==> config.mk <==
export PLATFORM = sky130hd
export DESIGN_NAME = frame_hdr_insert_cw16_flat
export DESIGN_NICKNAME = d
export VERILOG_FILES = /design/src/rtl/frame_hdr_insert_cw16_if.sv /design/src/rtl/frame_hdr_insert_cw16.sv /design/src/flat_wrapper.sv
export SDC_FILE = /design/constraint.sdc
export NUM_CORES = 1
export LEC_CHECK = 0
export BUFFER_PORTS_ARGS = -buffer_cell sky130_fd_sc_hd__buf_4
export CORE_MARGIN = 3
export CORE_UTILIZATION = 55
export DETAILED_ROUTE_END_ITERATION = 8
export PLACE_DENSITY = 0.86
export SYNTH_ARGS = -nofsm -noshare
export SYNTH_HDL_FRONTEND = slang
export SYNTH_SLANG_ARGS = --single-unit
==> constraint.sdc <==
create_clock -name clk -period 2.45 [get_ports clk]
set_clock_uncertainty 0.1 [all_clocks]
set_input_delay 0.3675 -clock clk [delete_from_list [all_inputs] [get_ports clk]]
set_output_delay 0.3675 -clock clk [all_outputs]
set_load 0.02 [all_outputs]
==> src/rtl/frame_hdr_insert_cw16_if.sv <==
// Stream interfaces around frame_hdr_insert_cw16: the counted upstream beat stream
// (count/final_cnt) and the header-tagged downstream stream (thdr/tlast).
interface frame_cnt_if #(
    parameter int DATA_WIDTH  = 32,
    parameter int TUSER_WIDTH = 32
);
    logic                   tvalid;
    logic                   tready;
    logic [DATA_WIDTH-1:0]  tdata;
    logic [15:0]            count;
    logic                   final_cnt;
    logic [TUSER_WIDTH-1:0] tuser;

    modport master (output tvalid, tdata, count, final_cnt, tuser, input tready);
    modport slave  (input tvalid, tdata, count, final_cnt, tuser, output tready);
endinterface

interface frame_hdr_if #(
    parameter int DATA_WIDTH  = 32,
    parameter int TUSER_WIDTH = 32
);
    logic                   tvalid;
    logic                   tready;
    logic [DATA_WIDTH-1:0]  tdata;
    logic [TUSER_WIDTH-1:0] tuser;
    logic                   thdr;
    logic                   tlast;

    modport master (output tvalid, tdata, tuser, thdr, tlast, input tready);
    modport slave  (input tvalid, tdata, tuser, thdr, tlast, output tready);
endinterface

==> src/rtl/frame_hdr_insert_cw16.sv <==
// Inserts a {tuser[15:0], seq_num} header beat ahead of every count==0-delimited frame.
// Optional FRAME_HDR_DROP_CNT_EN adds a saturating drop_cnt of beats discarded while hunting.
module frame_hdr_insert_cw16 #(
    parameter int DATA_WIDTH  = 32,
    parameter int TUSER_WIDTH = 32,
    parameter int SEQ_WIDTH   = 16
) (
    input  logic        clk,
    input  logic        async_reset_n,
    frame_cnt_if.slave  s_axis,
    frame_hdr_if.master m_axis
`ifdef FRAME_HDR_DROP_CNT_EN
    ,
    output logic [15:0] drop_cnt
`endif
);

    typedef enum logic [1:0] {
        ST_HUNT = 2'd0,
        ST_HDR  = 2'd1,
        ST_PAY  = 2'd2,
        ST_SOF  = 2'd3
    } state_t;

    state_t                 state_r, state_s;
    logic                   run_r;
    logic                   out_valid_r, out_hdr_r, out_last_r;
    logic [DATA_WIDTH-1:0]  out_data_r;
    logic [TUSER_WIDTH-1:0] out_user_r;
    logic                   out_valid_s, out_hdr_s, out_last_s;
    logic [DATA_WIDTH-1:0]  out_data_s;
    logic [TUSER_WIDTH-1:0] out_user_s;
    logic                   hold_full_r, hold_last_r;
    logic [DATA_WIDTH-1:0]  hold_data_r;
    logic [TUSER_WIDTH-1:0] frame_tuser_r;
    logic [SEQ_WIDTH-1:0]   seq_num_r;
    logic                   err_flag_r;
    logic [DATA_WIDTH-1:0]  hdr_word_s;
    logic                   out_free_s, s_ready_s, s_fire_s, hunting_s;
    logic                   sof_hit_s, discard_s, hold_clr_s;

    assign out_free_s = ~out_valid_r | m_axis.tready;
    // run_r keeps tready low while in reset so every output reads 0 there
    assign s_ready_s  = run_r & out_free_s & ~hold_full_r & (state_r != ST_HDR);
    assign s_fire_s   = s_axis.tvalid & s_ready_s;
    assign hunting_s  = (state_r == ST_HUNT) | (state_r == ST_SOF);
    assign sof_hit_s  = s_fire_s & hunting_s & (s_axis.count == 16'd0);
    assign discard_s  = s_fire_s & hunting_s & (s_axis.count != 16'd0);

    assign s_axis.tready = s_ready_s;
    assign m_axis.tvalid = out_valid_r;
    assign m_axis.tdata  = out_data_r;
    assign m_axis.tuser  = out_user_r;
    assign m_axis.thdr   = out_hdr_r;
    assign m_axis.tlast  = out_last_r;

    // State register
    always_ff @(posedge clk or negedge async_reset_n) begin
        if (!async_reset_n) begin
            state_r <= ST_HUNT;
        end else begin
            state_r <= state_s;
        end
    end

    // Next-state logic
    always_comb begin
        state_s = state_r;
        case (state_r)
            ST_HUNT: begin
                if (sof_hit_s) state_s = ST_HDR;
                else           state_s = ST_HUNT;
            end
            ST_SOF: begin
                if (sof_hit_s)      state_s = ST_HDR;
                else if (discard_s) state_s = ST_HUNT;
                else                state_s = ST_SOF;
            end
            // Header leaves while the held first beat moves into the output register
            ST_HDR: begin
                if (out_free_s) state_s = hold_last_r ? ST_SOF : ST_PAY;
                else            state_s = ST_HDR;
            end
            ST_PAY: begin
                if (s_fire_s && s_axis.final_cnt) state_s = ST_SOF;
                else                              state_s = ST_PAY;
            end
            default: state_s = ST_HUNT;
        endcase
    end

    // Output register next values; the header is loaded as soon as the count==0 beat is taken
    always_comb begin
        hdr_word_s                 = {DATA_WIDTH{1'b0}};
        hdr_word_s[31:16]          = s_axis.tuser[15:0];
        hdr_word_s[SEQ_WIDTH-1:0]  = seq_num_r;
        out_valid_s = out_valid_r;
        out_data_s  = out_data_r;
        out_user_s  = out_user_r;
        out_hdr_s   = out_hdr_r;
        out_last_s  = out_last_r;
        hold_clr_s  = 1'b0;
        case (state_r)
            ST_HUNT, ST_SOF: begin
                if (sof_hit_s) begin
                    out_valid_s = 1'b1;
                    out_data_s  = hdr_word_s;
                    out_user_s  = s_axis.tuser;
                    out_hdr_s   = 1'b1;
                    out_last_s  = 1'b0;
                end else if (out_free_s) begin
                    out_valid_s = 1'b0;
                end else begin
                    out_valid_s = out_valid_r;
                end
            end
            ST_HDR: begin
                if (out_free_s) begin
                    out_valid_s = 1'b1;
                    out_data_s  = hold_data_r;
                    out_user_s  = frame_tuser_r;
                    out_hdr_s   = 1'b0;
                    out_last_s  = hold_last_r;
                    hold_clr_s  = 1'b1;
                end else begin
                    hold_clr_s  = 1'b0;
                end
            end
            ST_PAY: begin
                if (s_fire_s) begin
                    out_valid_s = 1'b1;
                    out_data_s  = s_axis.tdata;
                    out_user_s  = frame_tuser_r;
                    out_hdr_s   = 1'b0;
                    out_last_s  = s_axis.final_cnt;
                end else if (out_free_s) begin
                    out_valid_s = 1'b0;
                end else begin
                    out_valid_s = out_valid_r;
                end
            end
            default: begin
                out_valid_s = 1'b0;
            end
        endcase
    end

    // Output register
    always_ff @(posedge clk or negedge async_reset_n) begin
        if (!async_reset_n) begin
            out_valid_r <= 1'b0;
            out_data_r  <= {DATA_WIDTH{1'b0}};
            out_user_r  <= {TUSER_WIDTH{1'b0}};
            out_hdr_r   <= 1'b0;
            out_last_r  <= 1'b0;
        end else begin
            out_valid_r <= out_valid_s;
            out_data_r  <= out_data_s;
            out_user_r  <= out_user_s;
            out_hdr_r   <= out_hdr_s;
            out_last_r  <= out_last_s;
        end
    end

    // Hold register, frame metadata, sequence number and error flag
    always_ff @(posedge clk or negedge async_reset_n) begin
        if (!async_reset_n) begin
            run_r         <= 1'b0;
            hold_full_r   <= 1'b0;
            hold_last_r   <= 1'b0;
            hold_data_r   <= {DATA_WIDTH{1'b0}};
            frame_tuser_r <= {TUSER_WIDTH{1'b0}};
            seq_num_r     <= {SEQ_WIDTH{1'b0}};
            err_flag_r    <= 1'b0;
        end else begin
            run_r <= 1'b1;
            if (sof_hit_s) begin
                hold_full_r   <= 1'b1;
                hold_last_r   <= s_axis.final_cnt;
                hold_data_r   <= s_axis.tdata;
                frame_tuser_r <= s_axis.tuser;
            end else if (hold_clr_s) begin
                hold_full_r   <= 1'b0;
            end
            if (hold_clr_s) begin
                seq_num_r <= seq_num_r + SEQ_WIDTH'(1'b1);
            end
            err_flag_r <= err_flag_r | (discard_s & (state_r == ST_SOF));
        end
    end

`ifdef FRAME_HDR_DROP_CNT_EN
    logic [15:0] drop_cnt_r;

    // Saturating count of beats discarded while hunting for a frame start
    always_ff @(posedge clk or negedge async_reset_n) begin
        if (!async_reset_n) begin
            drop_cnt_r <= 16'd0;
        end else if (discard_s && (drop_cnt_r != 16'hFFFF)) begin
            drop_cnt_r <= drop_cnt_r + 16'd1;
        end
    end

    assign drop_cnt = drop_cnt_r;
`endif

endmodule

==> src/flat_wrapper.sv <==
// flat-port wrapper written by rule: the top's interface ports become plain ports
module frame_hdr_insert_cw16_flat 
#(
    parameter int DATA_WIDTH  = 32,
    parameter int TUSER_WIDTH = 32,
    parameter int SEQ_WIDTH   = 16
)
  (clk, async_reset_n, s_axis_tvalid, s_axis_tdata, s_axis_count, s_axis_final_cnt, s_axis_tuser, s_axis_tready, m_axis_tvalid, m_axis_tdata, m_axis_tuser, m_axis_thdr, m_axis_tlast, m_axis_tready);
  frame_cnt_if #(.DATA_WIDTH(DATA_WIDTH), .TUSER_WIDTH(TUSER_WIDTH)) s_axis_i ();
  frame_hdr_if #(.DATA_WIDTH(DATA_WIDTH), .TUSER_WIDTH(TUSER_WIDTH)) m_axis_i ();
  input  logic clk;
  input  logic async_reset_n;
  input wire logic [$bits(s_axis_i.tvalid)-1:0] s_axis_tvalid;
  input wire logic [$bits(s_axis_i.tdata)-1:0] s_axis_tdata;
  input wire logic [$bits(s_axis_i.count)-1:0] s_axis_count;
  input wire logic [$bits(s_axis_i.final_cnt)-1:0] s_axis_final_cnt;
  input wire logic [$bits(s_axis_i.tuser)-1:0] s_axis_tuser;
  output wire logic [$bits(s_axis_i.tready)-1:0] s_axis_tready;
  output wire logic [$bits(m_axis_i.tvalid)-1:0] m_axis_tvalid;
  output wire logic [$bits(m_axis_i.tdata)-1:0] m_axis_tdata;
  output wire logic [$bits(m_axis_i.tuser)-1:0] m_axis_tuser;
  output wire logic [$bits(m_axis_i.thdr)-1:0] m_axis_thdr;
  output wire logic [$bits(m_axis_i.tlast)-1:0] m_axis_tlast;
  input wire logic [$bits(m_axis_i.tready)-1:0] m_axis_tready;
  assign s_axis_i.tvalid = s_axis_tvalid;
  assign s_axis_i.tdata = s_axis_tdata;
  assign s_axis_i.count = s_axis_count;
  assign s_axis_i.final_cnt = s_axis_final_cnt;
  assign s_axis_i.tuser = s_axis_tuser;
  assign s_axis_tready = s_axis_i.tready;
  assign m_axis_tvalid = m_axis_i.tvalid;
  assign m_axis_tdata = m_axis_i.tdata;
  assign m_axis_tuser = m_axis_i.tuser;
  assign m_axis_thdr = m_axis_i.thdr;
  assign m_axis_tlast = m_axis_i.tlast;
  assign m_axis_i.tready = m_axis_tready;
  frame_hdr_insert_cw16 #(.DATA_WIDTH(DATA_WIDTH), .TUSER_WIDTH(TUSER_WIDTH), .SEQ_WIDTH(SEQ_WIDTH)) u_core (.clk(clk), .async_reset_n(async_reset_n), .s_axis(s_axis_i), .m_axis(m_axis_i));
endmodule
==> results of run 1 <==
## cells by family after synthesis
| group | after synthesis | share of synthesized area, % |
|---|---|---|
| multiplexers | 162 | 28.2 |
| flip-flops | 152 | 52.9 |
| AND/OR/NAND/NOR | 75 | 5.24 |
| adder cells (fa/ha/maj) | 5 | 0.870 |
| XOR/XNOR | 15 | 1.83 |
| other | 1 | 0.0521 |
| AO/OA/AOI/OAI | 76 | 7.04 |
| buffers and inverters | 42 | 3.86 |
## power by group
part           total, W  leakage, nW  internal (W)  switching (W)
Sequential      0.00345         1.97       0.00306       0.000389
Combinational   0.00254         2.14       0.00137        0.00116
Clock           0.00248        0.270       0.00151       0.000970
Total           0.00847         4.38       0.00595        0.00252
## critical path, cell delays in order, from the launching register on
cell and delay (ps):
dfrtp_1 380, inv_1 100, ha_2 220, or3_4 420, o32ai_4 290, buf_12 200, buf_4 230, mux2_4 320
## flip-flops by register name, indices dropped and copies added, names as in the netlist
register / count
u_core.m_axis.thdr: 1
u_core.hold_last_r: 1
u_core.hold_full_r: 1
u_core.m_axis.tvalid: 1
u_core.m_axis.tdata: 32
u_core.m_axis.tlast: 1
u_core.m_axis.tuser: 32
u_core.state_r: 2
u_core.seq_num_r: 16
u_core.run_r: 1
u_core.hold_data_r: 32
u_core.frame_tuser_r: 32
## final timing paths
kind | startpoint | end
setup reg to reg | u_core.state_r[1]$_DFF_PN0_ | u_core.m_axis.tuser[18]$_DFFE_PN0P_
hold / removal | s_axis_tdata[21] | u_core.hold_data_r[21]$_DFFE_PN0P_
hold reg to reg | u_core.seq_num_r[15]$_DFFE_PN0P_ | u_core.seq_num_r[15]$_DFFE_PN0P_
min in group asynchronous | async_reset_n | u_core.frame_tuser_r[18]$_DFFE_PN0P_
max in group asynchronous | async_reset_n | u_core.m_axis.tuser[20]$_DFFE_PN0P_
setup / recovery | u_core.state_r[1]$_DFF_PN0_ | u_core.m_axis.tuser[18]$_DFFE_PN0P_
## cell usage in the layout, fill, tap and decap left out, types with 3 or more instances in the layout
cell type  instances
a21oi_1           32
a22oi_1           32
buf_12             9
buf_4            161
clkbuf_1           4
clkbuf_16         17
clkinv_2           3
dfrtp_1          152
inv_1              8
mux2_2           107
mux2_4            55
nand2_1            7
nand3_1            6
nand4_1            3
nor2_1            38
nor3_1             4
nor4_1             6
o21ai_0            3
xnor2_1            7
xor2_1             8
## cell type report
type                            count  area share, %
Sequential cell                   152           41.6
Multi-Input combinational cell    334           34.3
Timing Repair Buffer              172           15.4
Tap cell                          172           2.35
Clock buffer                       22           4.96
Inverter                            8          0.328
Clock inverter                      8           1.09
## metrics by stage
step	hold WS, ps	instances
6_report	90.0	868
5_1_grt	82.1	868
4_1_cts	77.8	868
3_5_place_dp	277	837
3_3_place_gp	267	837
2_1_floorplan	-28.1	528
## layer usage
metal  up-vias  wire length [um]  global-route usage, %
li1       2216                 -                      -
met1      2494              6730                   28.4
met2       119              8550                   41.5
met3        15               757                   5.85
met4         0               174                   6.52
met5         -                 0                      0
==> flow_summary_export.csv, run 1 <==
group,metric,value,unit
synth,synth.most_common_cell,"dfrtp_1",
route,viasPerCell,5.58,
route,vias,4844,
power_and_ir_drop,power,0.00847,W
sta,layout_setup_ws,72.5,ps
finish,layout-drive-gt1-share,52.7,%
worst_hold_path,hold_class,"primary input to flop",
clock_tree,cts-buffers-inserted,17,
synth,synth_edf_count,0,
global_route,grt_max_degree,60,
clock_tree,postCtsSetupRepairBufs,0,
global_route,track_usage,23.4,%
synth,syn_nets,618,
floorplanning,core,12700,sq um
synth,synth_top_area_share,52.9,%
synth,synth.area.top_cells,"dfrtp_1, mux2_2, mux2_4",
clock_tree,clock_latency,410,ps
setup_path,reg2reg_depth,7,
synth,synth_top_area_cell,"dfrtp_1",
setup_path,startpoint_type,"flop",
floorplanning,placementRows,41,
route,first_iter_violations,214,
finish,fin_area,9150,sq um
clock_tree,cts.sinks,152,
synth,async_flop_share,100,%
sta,setup_viol,0,
sta,hold_violations,0,
power_and_ir_drop,leakagePower,4.38,nW
finish,nets,775,
synth,synth.top_cells.by_count,"dfrtp_1, mux2_2, mux2_4",
sta,tightest_slew,559,ps
finish,multi_input_area,3140,sq um
setup_path,critPathArrivalTime,2580,ps
synth,synthFlopType,"dfrtp_1",
global_route,antenna_found_initial,0,
finish,regArea,3800,sq um
setup_path,crit_type,"flop to flop",
synth,yosys.cell_types.count,41,
route,wire_per_inst,18.7,um
route,firstDrtPassIters,5,
finish,post-route-util,71.9,%
floorplanning,die_area,14500,sq um
floorplanning,start_util,56.5,%
setup_path,cp-end-kind,"flop",
clock_tree,clk_pin_slew,60,ps
clock_tree,cts_resized,0,
setup_path,cp_max_fo,10,
clock_tree,htreeDepth,4,
sta,drv_slew,0,
placed_design,dp_slack,87.3,ps
floorplanning,ios,153,
worst_hold_path,hold_depth,2,
power_and_ir_drop,power.density,926,nW/um^2
sta,worst_slew_margin_rel,62.7,%
clock_tree,cts_buffer_depth,2,
clock_tree,cts-root-buf,"clkbuf_16",
setup_path,required,2650,ps
global_route,grt_pass1_wl,26800,um
power_and_ir_drop,ir_drop,0.687,mV
global_route,grt_overflow_total,0,
placed_design,portBuffers,152,
placed_design,placed_area,8590,sq um
flow_run,maxCapViolCount,0,
clock_tree,cts_tree,"done",
synth,synth_area,7190,sq um
synth,syn_area_per_cell,13.6,sq um
floorplanning,fp.dieH,120,um
sta,fmax,421,MHz
clock_tree,holdBufCountCts,1,
global_route,grt_pass1_vias,5384,
sta,fin_crit,2380,ps
sta,rsz0062_at_grt,"false",
route,wirelength,16200,um
synth,yosysWarnings,0,
sta,fin_crit_sh,97.0,%
synth,ys_seq_area_share,52.9,%
placed_design,place.gp.congestion,0.856,
route,ant_nets,0,
setup_path,rrSetupSlack,70,ps
finish,fillers,878,
synth,ys_ff_latch,152,
outcome,status,"finished, final reports clean",
synth,syn_inst,528,
sta,tns,0,ps
finish,num_antenna_cells,0,
placed_design,dp_hpwl,11100,um
finish,syn_to_final_growth,27.2,%
route,drc,0,
floorplanning,die_w,120,um
No activity file was read; power rests on OpenSTA's default activity.
==> run 2: changes to the inputs <==
--- a/config.mk
+++ b/config.mk
@@ -5,11 +5,11 @@
 export SDC_FILE = /design/constraint.sdc
 export NUM_CORES = 1
 export LEC_CHECK = 0
-export BUFFER_PORTS_ARGS = -buffer_cell sky130_fd_sc_hd__buf_4
 export CORE_MARGIN = 3
 export CORE_UTILIZATION = 55
 export DETAILED_ROUTE_END_ITERATION = 8
-export PLACE_DENSITY = 0.86
+export DONT_BUFFER_PORTS = 1
+export PLACE_DENSITY = 0.76
 export SYNTH_ARGS = -nofsm -noshare
 export SYNTH_HDL_FRONTEND = slang
 export SYNTH_SLANG_ARGS = --single-unit
==> run 2 against run 1 <==
Global-route usage fell by 0.18 points. Routed wire length rose by 1.4%. Worst hold slack got worse by 540 ps. Final cell count fell by 10%. Sequential share of layout area rose by 2.1 points. The run now ends with negative hold slack left. Non-clock buffer count fell by 89. Die area did not move. Clock-buffer cell count fell by 1. Largest cell class unchanged.
==> flow_summary_export.csv, run 2 (synthesis gave the netlist of run 1 again) <==
group,metric,value,unit
sta,tightest_slew,583,ps
finish,layout-drive-gt1-share,36.1,%
setup_path,critical_path.max_stage_delay,420,ps
outcome,status,"finished with violations",
sta,setup_viol,0,
sta,worst_slew_margin_rel,60.8,%
clock_tree,clock_latency,420,ps
sta,hold_violations,152,
placed_design,place.gp.congestion,0.762,
setup_path,critPathArrivalTime,2600,ps
setup_path,cp_max_fo,26,
power_and_ir_drop,p_int,0.00568,W
power_and_ir_drop,power.density,919,nW/um^2
global_route,grt_pass1_wl,26400,um
route,drc,0,
clock_tree,cts-buffers-inserted,17,
global_route,grt_pass1_vias,5015,
route,ant_nets,0,
clock_tree,cts.sinks,152,
clock_tree,cts_tree,"done",
sta,fmax,418,MHz
global_route,use_met2,37.4,%
clock_tree,cts_buffer_depth,2,
finish,syn_to_final_growth,21.2,%
route,wire_per_inst,21.1,um
setup_path,required,2660,ps
global_route,track_usage,23.2,%
floorplanning,ios,153,
clock_tree,htreeDepth,4,
clock_tree,cts-root-buf,"clkbuf_16",
sta,drv_slew,0,
power_and_ir_drop,power,0.00801,W
sta,layout_setup_ws,56.4,ps
finish,mostFrequentLayoutCell,"dfrtp_1",
setup_path,cp_num_buf_inv,3,
floorplanning,placementRows,41,
route,vias,4562,
setup_path,startpoint_type,"flop",
power_and_ir_drop,ir_drop,0.651,mV
placed_design,dp_hpwl,10200,um
setup_path,crit_chain,"inv_1 -> ha_2 -> or3_4 -> o32ai_4 -> buf_12 -> buf_16 -> mux2_2",
floorplanning,fp.dieH,120,um
global_route,antenna_found_initial,0,
outcome,violations,"negative hold slack",
sta,fin_crit,2390,ps
clock_tree,clk_pin_slew,60,ps
placed_design,placed_area,7370,sq um
floorplanning,start_util,56.5,%
floorplanning,die_area,14500,sq um
power_and_ir_drop,seqPwrFrac,52.2,%
power_and_ir_drop,pwr-share-clk,36.2,%
finish,post-route-util,68.5,%
floorplanning,die_w,120,um
placed_design,portBuffers,0,
power_and_ir_drop,p_sw,0.00233,W
sta,whs,-452,ps
placed_design,dp_slack,-178,ps
global_route,use_met1,28.7,%
setup_path,crit_type,"flop to flop",
sta,tns,0,ps
finish,num_antenna_cells,0,
flow_run,maxCapViolCount,0,
power_and_ir_drop,combPwrFrac,11.5,%
route,first_iter_violations,227,
route,firstDrtPassIters,4,
worst_hold_path,hold_class,"primary input to async pin",
sta,fin_crit_sh,97.7,%
setup_path,cp-end-kind,"flop",
finish,fin_area,8720,sq um
global_route,grt_overflow_total,0,
finish,nets,686,
global_route,grt_max_degree,153,
setup_path,cp_top_family,"buffers and inverters",
route,viasPerCell,5.86,
power_and_ir_drop,p_sw_share,29.1,%
global_route,gr-usage-met3,7.53,%
global_route,busiest_layer,"met2",
route,wirelength,16400,um
floorplanning,core,12700,sq um
power_and_ir_drop,leakagePower,3.95,nW
setup_path,slowest_stage,"or3_4",
finish,final_cell_mix,"dfrtp_1, mux2_2, dlygate4sd3_1, mux2_4, nor2_1",
==> run 2: cell count changes in the layout (fill, tap and decap cells not counted), sizes merged <==
cell,before,now
buf,171,19
dlygate4sd3,1,63
bufinv,2,6
clkinv,5,2
==> run 2: metal layers <==
layer	share of wire (%)	wire length, um
met5	0	0
met4	2.8	464
met3	6.3	1040
met2	50	8220
met1	41	6710
==> run 2: per-stage QoR <==
step / hold slack (ps) / std cells
detailed placement: -24.4 / 684
floorplan: -28.1 / 528
global route: -469 / 779
CTS: -470 / 776
global placement: -23.1 / 684
finish: -452 / 779
==> run 2: cell type report <==
cell class | instances | area (sq um)
repair buffers | 83 | 868
fillers | 899 | 4010
multi-input cells | 334 | 3150
clock inverters | 9 | 198
flip-flops and latches | 152 | 3800
inverters | 8 | 30.0
well taps | 172 | 215
clock buffers | 21 | 450
==> run 2: repair_timing <==
action / CTS / global route
hold buffers: 62 / 1
hold endpoints to repair: 214 / 153
setup endpoints to repair: 1 / 55
cloned: 0 / 1
resized for setup: 1 / 3
buffers inserted: 0 / 1
pin swaps: 0 / 2
==> run 2: worst reg2reg max path, stage by stage, from the launching register on <==
cell and delay, ps:
dfrtp_1 380, inv_1 90, ha_2 220, or3_4 420, o32ai_4 310, buf_12 170
buf_16 220, mux2_2 380
==> run 2: power by group through the flow <==
stage	Sequential, W	Combinational, W	Clock [W]
4_1_cts	0.00420	0.000923	0.00293
3_3_place_gp	0.00421	0.000783	0
2_1_floorplan	0.00404	0.000751	0
6_report	0.00418	0.000923	0.00290
5_1_grt	0.00426	0.00101	0.00306
3_5_place_dp	0.00422	0.000840	0
==> run 2: path summary, 6_finish.rpt <==
check	start	endpoint	slack, ps	depth (start not counted)
worst max-delay path	u_core.state_r[1]$_DFF_PN0_	u_core.m_axis.tuser[31]$_DFFE_PN0P_	60	7
worst min-delay path	async_reset_n	u_core.hold_data_r[8]$_DFFE_PN0P_	-450	0
worst max register to register	u_core.state_r[1]$_DFF_PN0_	u_core.m_axis.tuser[31]$_DFFE_PN0P_	60	7
worst min register to register	u_core.seq_num_r[10]$_DFFE_PN0P_	u_core.seq_num_r[10]$_DFFE_PN0P_	400	1
max in group asynchronous	async_reset_n	u_core.frame_tuser_r[13]$_DFFE_PN0P_	2450	0
min in group clk	s_axis_tuser[6]	u_core.frame_tuser_r[6]$_DFFE_PN0P_	10	1
